==> config.mk <==
export PLATFORM = sky130hd
export DESIGN_NAME = tt_um_jimktrains_vslc_instr_fetch
export DESIGN_NICKNAME = d
export VERILOG_FILES = /design/src/rtl/tt_um_jimktrains_vslc_instr_fetch.sv
export SDC_FILE = /design/constraint.sdc
export NUM_CORES = 1
export LEC_CHECK = 0
export ABC_AREA = 1
export CAP_MARGIN = 20
export CORE_ASPECT_RATIO = 1.5
export CORE_MARGIN = 4
export CORE_UTILIZATION = 48
export CTS_CLUSTER_SIZE = 24
export DETAILED_ROUTE_END_ITERATION = 16
export PLACE_DENSITY = 0.7
export SYNTH_ARGS = -nofsm -noshare
export SYNTH_HDL_FRONTEND = slang
export SYNTH_SLANG_ARGS = --single-unit
==> constraint.sdc <==
create_clock -name clk -period 5.3 [get_ports clk]
set_input_delay 1.325 -clock clk [delete_from_list [all_inputs] [get_ports clk]]
set_output_delay 1.325 -clock clk [all_outputs]
set_load 0.03 [all_outputs]
==> src/rtl/tt_um_jimktrains_vslc_instr_fetch.sv <==
// Instruction fetch stage between the SPI EEPROM byte reader and the executor.
//
// Parses the 4-byte program header (start/end address), queues program bytes
// in a small FIFO with a registered head, and hands them to the executor over
// a valid/ready handshake. Each byte is tagged with its EEPROM address and a
// flag marking the first byte of a scan cycle.
//
// Ports:
//   clk, rst                      clock, async active-high reset
//   byte_valid/byte_data/byte_addr  byte pulse from the reader
//   hold_n                        low = reader must pause (registered)
//   restart                       1-cycle pulse: reader restarts at start_addr
//   start_addr, end_addr          header fields
//   header_done                   all 4 header bytes captured (sticky)
//   instr_valid/data/addr/first   FIFO head toward the executor
//   instr_ready                   executor consumes the head this cycle
//   overflow                      sticky: a byte was dropped on a full FIFO
module tt_um_jimktrains_vslc_instr_fetch #(
  parameter int DEPTH  = 4,
  parameter int ADDR_W = 16,
  parameter int PROG_W = 10
) (
  input  logic              clk,
  input  logic              rst,
  input  logic              byte_valid,
  input  logic [7:0]        byte_data,
  input  logic [ADDR_W-1:0] byte_addr,
  output logic              hold_n,
  output logic              restart,
  output logic [ADDR_W-1:0] start_addr,
  output logic [PROG_W-1:0] end_addr,
  output logic              header_done,
  output logic              instr_valid,
  output logic [7:0]        instr_data,
  output logic [ADDR_W-1:0] instr_addr,
  output logic              instr_first,
  input  logic              instr_ready,
  output logic              overflow
);
  localparam int PW = (DEPTH > 1) ? $clog2(DEPTH) : 1;
  localparam int CW = PW + 1;

  localparam logic [1:0] ST_HDR  = 2'd0;
  localparam logic [1:0] ST_RUN  = 2'd1;
  localparam logic [1:0] ST_WAIT = 2'd2;

  typedef struct packed {
    logic              first;
    logic [ADDR_W-1:0] addr;
    logic [7:0]        data;
  } entry_t;

  logic [1:0]        state_q, state_d;
  logic [PROG_W-1:0] start_q, start_d;
  logic [PROG_W-1:0] end_q, end_d;
  logic              hdr_done_q, hdr_done_d;
  logic              first_pend_q, first_pend_d;
  logic              restart_q, restart_d;
  logic              ovf_q, ovf_d;
  logic              hold_n_q, hold_n_d;
  logic [CW-1:0]     count_q, count_d;
  logic [PW-1:0]     rd_ptr_q, rd_ptr_d;
  logic [PW-1:0]     wr_ptr_q, wr_ptr_d;
  entry_t [DEPTH-1:0] mem_q, mem_d;

  logic              is_hdr;
  logic              push_req, push_ok, pop, full, first_bit;
  logic [ADDR_W-1:0] start_ext, end_ext;

  always_comb begin
    start_ext = '0;
    start_ext[PROG_W-1:0] = start_q;
    end_ext = '0;
    end_ext[PROG_W-1:0] = end_q;
  end

  // Addresses 0..3 are the header
  assign is_hdr = (byte_addr[ADDR_W-1:2] == '0);

  assign instr_valid = (count_q != '0);
  assign pop         = instr_valid && instr_ready;
  assign full        = (count_q == CW'(DEPTH));

  always_comb begin
    state_d      = state_q;
    start_d      = start_q;
    end_d        = end_q;
    hdr_done_d   = hdr_done_q;
    first_pend_d = first_pend_q;
    restart_d    = 1'b0;
    push_req     = 1'b0;
    first_bit    = 1'b0;

    if (byte_valid && is_hdr) begin
      case (byte_addr[1:0])
        2'd0: start_d[PROG_W-1:8] = byte_data[PROG_W-9:0];
        2'd1: start_d[7:0]        = byte_data;
        2'd2: end_d[PROG_W-1:8]   = byte_data[PROG_W-9:0];
        default: begin
          end_d[7:0] = byte_data;
          hdr_done_d = 1'b1;
        end
      endcase
    end

    case (state_q)
      ST_HDR: begin
        if (byte_valid && is_hdr && byte_addr[1:0] == 2'd3) begin
          state_d      = ST_RUN;
          first_pend_d = 1'b1;
        end
      end
      ST_RUN: begin
        if (byte_valid && !is_hdr) begin
          push_req     = 1'b1;
          first_bit    = first_pend_q;
          first_pend_d = 1'b0;
          // end_addr==0 means an unbounded program
          if (end_q != '0 && byte_addr >= end_ext) begin
            restart_d = 1'b1;
            state_d   = ST_WAIT;
          end
        end
      end
      ST_WAIT: begin
        // Skip stale bytes until the reader comes back around to start_addr
        if (byte_valid && !is_hdr && byte_addr == start_ext) begin
          push_req  = 1'b1;
          first_bit = 1'b1;
          state_d   = ST_RUN;
        end
      end
      default: state_d = ST_HDR;
    endcase
  end

  // A push into a full FIFO is still accepted when the head leaves this cycle
  assign push_ok = push_req && (!full || pop);

  always_comb begin
    mem_d    = mem_q;
    wr_ptr_d = wr_ptr_q;
    rd_ptr_d = rd_ptr_q;
    if (push_ok) begin
      mem_d[wr_ptr_q] = '{first: first_bit, addr: byte_addr, data: byte_data};
      wr_ptr_d        = wr_ptr_q + PW'(1);
    end
    if (pop) rd_ptr_d = rd_ptr_q + PW'(1);
    count_d  = count_q + CW'(push_ok) - CW'(pop);
    ovf_d    = ovf_q | (push_req && !push_ok);
    // One slot of slack for the byte already in flight from the reader
    hold_n_d = !(count_q >= CW'(DEPTH - 1));
  end

  always_ff @(posedge clk or posedge rst) begin
    if (rst) begin
      state_q      <= ST_HDR;
      start_q      <= '0;
      end_q        <= '0;
      hdr_done_q   <= 1'b0;
      first_pend_q <= 1'b0;
      restart_q    <= 1'b0;
      ovf_q        <= 1'b0;
      hold_n_q     <= 1'b1;
      count_q      <= '0;
      rd_ptr_q     <= '0;
      wr_ptr_q     <= '0;
      mem_q        <= '0;
    end else begin
      state_q      <= state_d;
      start_q      <= start_d;
      end_q        <= end_d;
      hdr_done_q   <= hdr_done_d;
      first_pend_q <= first_pend_d;
      restart_q    <= restart_d;
      ovf_q        <= ovf_d;
      hold_n_q     <= hold_n_d;
      count_q      <= count_d;
      rd_ptr_q     <= rd_ptr_d;
      wr_ptr_q     <= wr_ptr_d;
      mem_q        <= mem_d;
    end
  end

  assign hold_n      = hold_n_q;
  assign restart     = restart_q;
  assign start_addr  = start_ext;
  assign end_addr    = end_q;
  assign header_done = hdr_done_q;
  assign overflow    = ovf_q;
  assign instr_data  = mem_q[rd_ptr_q].data;
  assign instr_addr  = mem_q[rd_ptr_q].addr;
  assign instr_first = mem_q[rd_ptr_q].first;

endmodule

==> metrics.md <==
| Metric | Value |
|---|---|
| Run status | `finished clean` |
| FP Rows | `53` |
| Mean Syn Cell Area | `8.05 µm²` |
| # resized after CTS | `0` |
| Total track usage | `25.2%` |
| Largest family of logic cells by synthesized area | `simple AND/OR/NAND/NOR gates` |
| Most frequent cells in the layout | `270 x nand2_1, 133 x dfrtp_1, 101 x nand4_1` |
| Clk_lat worst skew | `0.42 ns` |
| Final core occ | `59.7%` |
| Drt first pass iters | `5` |
| Share of cells above drive strength 1 | `6.43%` |
| Final hold slack | `0.475 ns` |
| Initial cell density of the core | `49.0%` |
| Vias | `6265` |
| Cells after Synth | `856` |
| Combinational group share of total power | `44.4%` |
| Most common cell after layout, fill and taps aside | `nand2_1` |
| WL final | `20.2 mm` |
| Routed wire per std cell | `18.2 µm` |
| Period utilization | `74.6%` |
| Met2 WL | `10.2 mm` |
| Top Ports | `84` |
| Clk buf depth | `2` |
| Achievable Freq | `0.253 GHz` |
| Final net count | `954` |
| Peak VDD IR | `0.246 mV` |
| Antenna cells | `0` |
| Pleak | `4.13 nW` |
| Critical Path End Type | `output pin` |
| Setup Fix Bufs, Post-CTS | `0` |
| Routed vias/inst | `5.65` |
| Final setup vio count | `0` |
| Switch Pwr | `2.12 mW` |
| Cell variety after synth | `31` |
| Post-synthesis sequential area ratio | `48.7%` |
| Gpl congestion | `0.878` |
| MaxCap Viol Count | `0` |
| CTS tree | `done` |
| Total Neg Setup Slack | `0 ns` |
| Buffers on Ports | `77` |
| CORE AREA | `14100 µm²` |
| Worst Max-Slew Pin Slew | `1.06 ns` |
| Clk network pwr share | `25.4%` |
| Clock root buffer | `clkbuf_16` |
| Crit path DAT | `2.63 ns` |
| Routed wl met3 | `1.20 mm` |
| Clk sink count | `134` |
| Detail Placement HPWL | `12.1 mm` |
| Synth Area in Compound Gates | `8.50%` |
| RSZ-0062 raised after global routing | `false` |
| XOR/XNOR Fraction of Synth Area | `0.890%` |
| Initial antenna violation count | `0` |
| Crit path kind | `reg2out` |
| Register area | `3350 µm²` |
| H-tree levels | `4` |
| Min Tclk post-route | `3.95 ns` |
| Final Hold Viols | `0` |
| Startpoint types | `register` |
| Power, Total | `5.03 mW` |
| Area of the multi-input gates | `3060 µm²` |
| Slew headroom | `29.5%` |
| Filler cells | `1316` |
| Die Area | `16400 µm²` |
| Clk slew on worst S/H paths | `0.06 ns` |
| Die X | `106 µm` |
| Internal power | `2.91 mW` |
| Routed Antenna Nets | `0` |
| Global-route wire length before repair | `32.3 mm` |
| Simple-gate area share of the yosys netlist | `30.3%` |
| Largest net degree at the start of global routing | `104` |
| Switching share of power | `42.2%` |
| FF+latch count, synth | `134` |
| Initial DRC count | `528` |
| Worst Path Max Fanout | `35` |
| Clk_skew | `0.00910 ns` |
| Max-slew violations | `0` |
| PwrDens | `599 nW/µm²` |
| DRC errors left | `0` |
| Hold-fix buffers, CTS | `0` |
| M1 WL | `8.30 mm` |
| CTS Buf Count | `17` |
| Adder-Cell Fraction of Synth Area | `4.10%` |
| Grt total ovfl | `0` |
| Share of power burned in registers | `30.3%` |
| Hold Crit Class | `reg2reg` |
| Vias in the first global route | `6085` |
| Area grow syn2layout | `21.8%` |
| Synth Cell Area | `6890 µm²` |
| Required @ worst endpoint | `3.97 ns` |
| Yosys warns | `0` |
| Max Used Layer | `met4` |
| Die Y | `155 µm` |
| Post-synthesis mux area share | `0%` |
-- Yosys cell counts --
cell type	count	area share, %
clkbuf_1	45	2.5
nor2_2	2	0.18
xor2_1	3	0.38
nor2_1	76	4.1
buf_2	5	0.36
o22ai_1	25	2.3
buf_1	4	0.22
dfrtp_1	133	48
nand3_1	9	0.65
a21oi_1	5	0.36
nand3_2	1	0.15
inv_1	49	2.7
nor4_1	2	0.18
o211ai_1	1	0.11
a21oi_2	1	0.13
nand4_2	5	0.91
buf_4	6	0.65
buf_6	7	1.1
fa_1	1	0.29
xnor2_1	4	0.51
o21bai_1	1	0.11
o21ai_0	73	5.3
a211oi_1	1	0.11
nand2_1	270	15
o21a_1	1	0.11
conb_1	1	0.054
nand4_1	101	9.2
dfstp_2	1	0.38
ha_1	21	3.8
nand2_2	1	0.091
or2_1	1	0.091
-- logic make-up (layout without fill, tap and decap cells) --
group           Yosys count  after routing
simple gates            468            468
flops                   134            134
buf+inv                 116            172
compound gates          108            108
fa+ha+maj                22             22
xor+xnor                  7              7
other cells               1              6
-- stage by stage --
stage / cell area [µm²] / instances / setup slack, ns
after floorplan: 6910 / 861 / 0.394
after global placement: 7730 / 1076 / 1.14
after detailed placement: 7730 / 1076 / 1.08
after CTS: 8370 / 1108 / 1.29
after global routing: 8390 / 1109 / 1.16
final: 8390 / 1109 / 1.35
-- registers in the layout, indices dropped and copies added (netlist names), 2 cells and up --
name	flops
start_q	10
state_q	2
end_addr	10
rd_ptr_q	2
wr_ptr_q	2
count_q	3
mem_q	100
-- power groups by stage --
stage / registers [mW] / logic, mW / clock network (mW)
5_1_grt: 1.56 / 2.42 / 1.33
3_3_place_gp: 1.52 / 2.20 / 0
6_report: 1.52 / 2.23 / 1.27
3_5_place_dp: 1.53 / 2.22 / 0
2_1_floorplan: 1.50 / 1.46 / 0
4_1_cts: 1.52 / 2.24 / 1.28
-- path summary, 6_finish.rpt --
kind / from / end / slack (ns) / depth (start not counted)
worst min register to register: mem_q[37] / mem_q[37] / 0.47 / 2
min in group asynchronous: rst / mem_q[52] / 1.31 / 2
worst max-delay path: rd_ptr_q[0] / instr_addr[3] / 1.35 / 5
worst max register to register: count_q[1] / count_q[2] / 2.38 / 10
max in group asynchronous: rst / rd_ptr_q[1] / 3.30 / 3
worst min-delay path: mem_q[37] / mem_q[37] / 0.47 / 2
-- layout make-up --
cell class | instances | share of cell area [%]
tap | 192 | 2.86
inverter | 49 | 2.22
multi-input combinational | 611 | 36.4
clock inverter | 14 | 2.39
sequential | 134 | 40.0
timing repair buffer | 91 | 10.9
clock buffer | 18 | 5.23
-- routing by layer --
metal / vias to the layer above / global-route usage [%]
met5: - / 0
met4: 0 / 9.69
met3: 41 / 5.22
met2: 231 / 42.4
met1: 3031 / 32.0
li1: 2962 / -
-- worst max-delay path, cell delays in order (launching register included) --
cell and delay [ns]:
dfrtp_1 0.38, inv_1 0.44, buf_12 0.27, o21ai_0 0.11, o22ai_1 0.23, clkdlybuf4s50_1 0.76
Note: power is estimated with default switching activity, not from simulation.
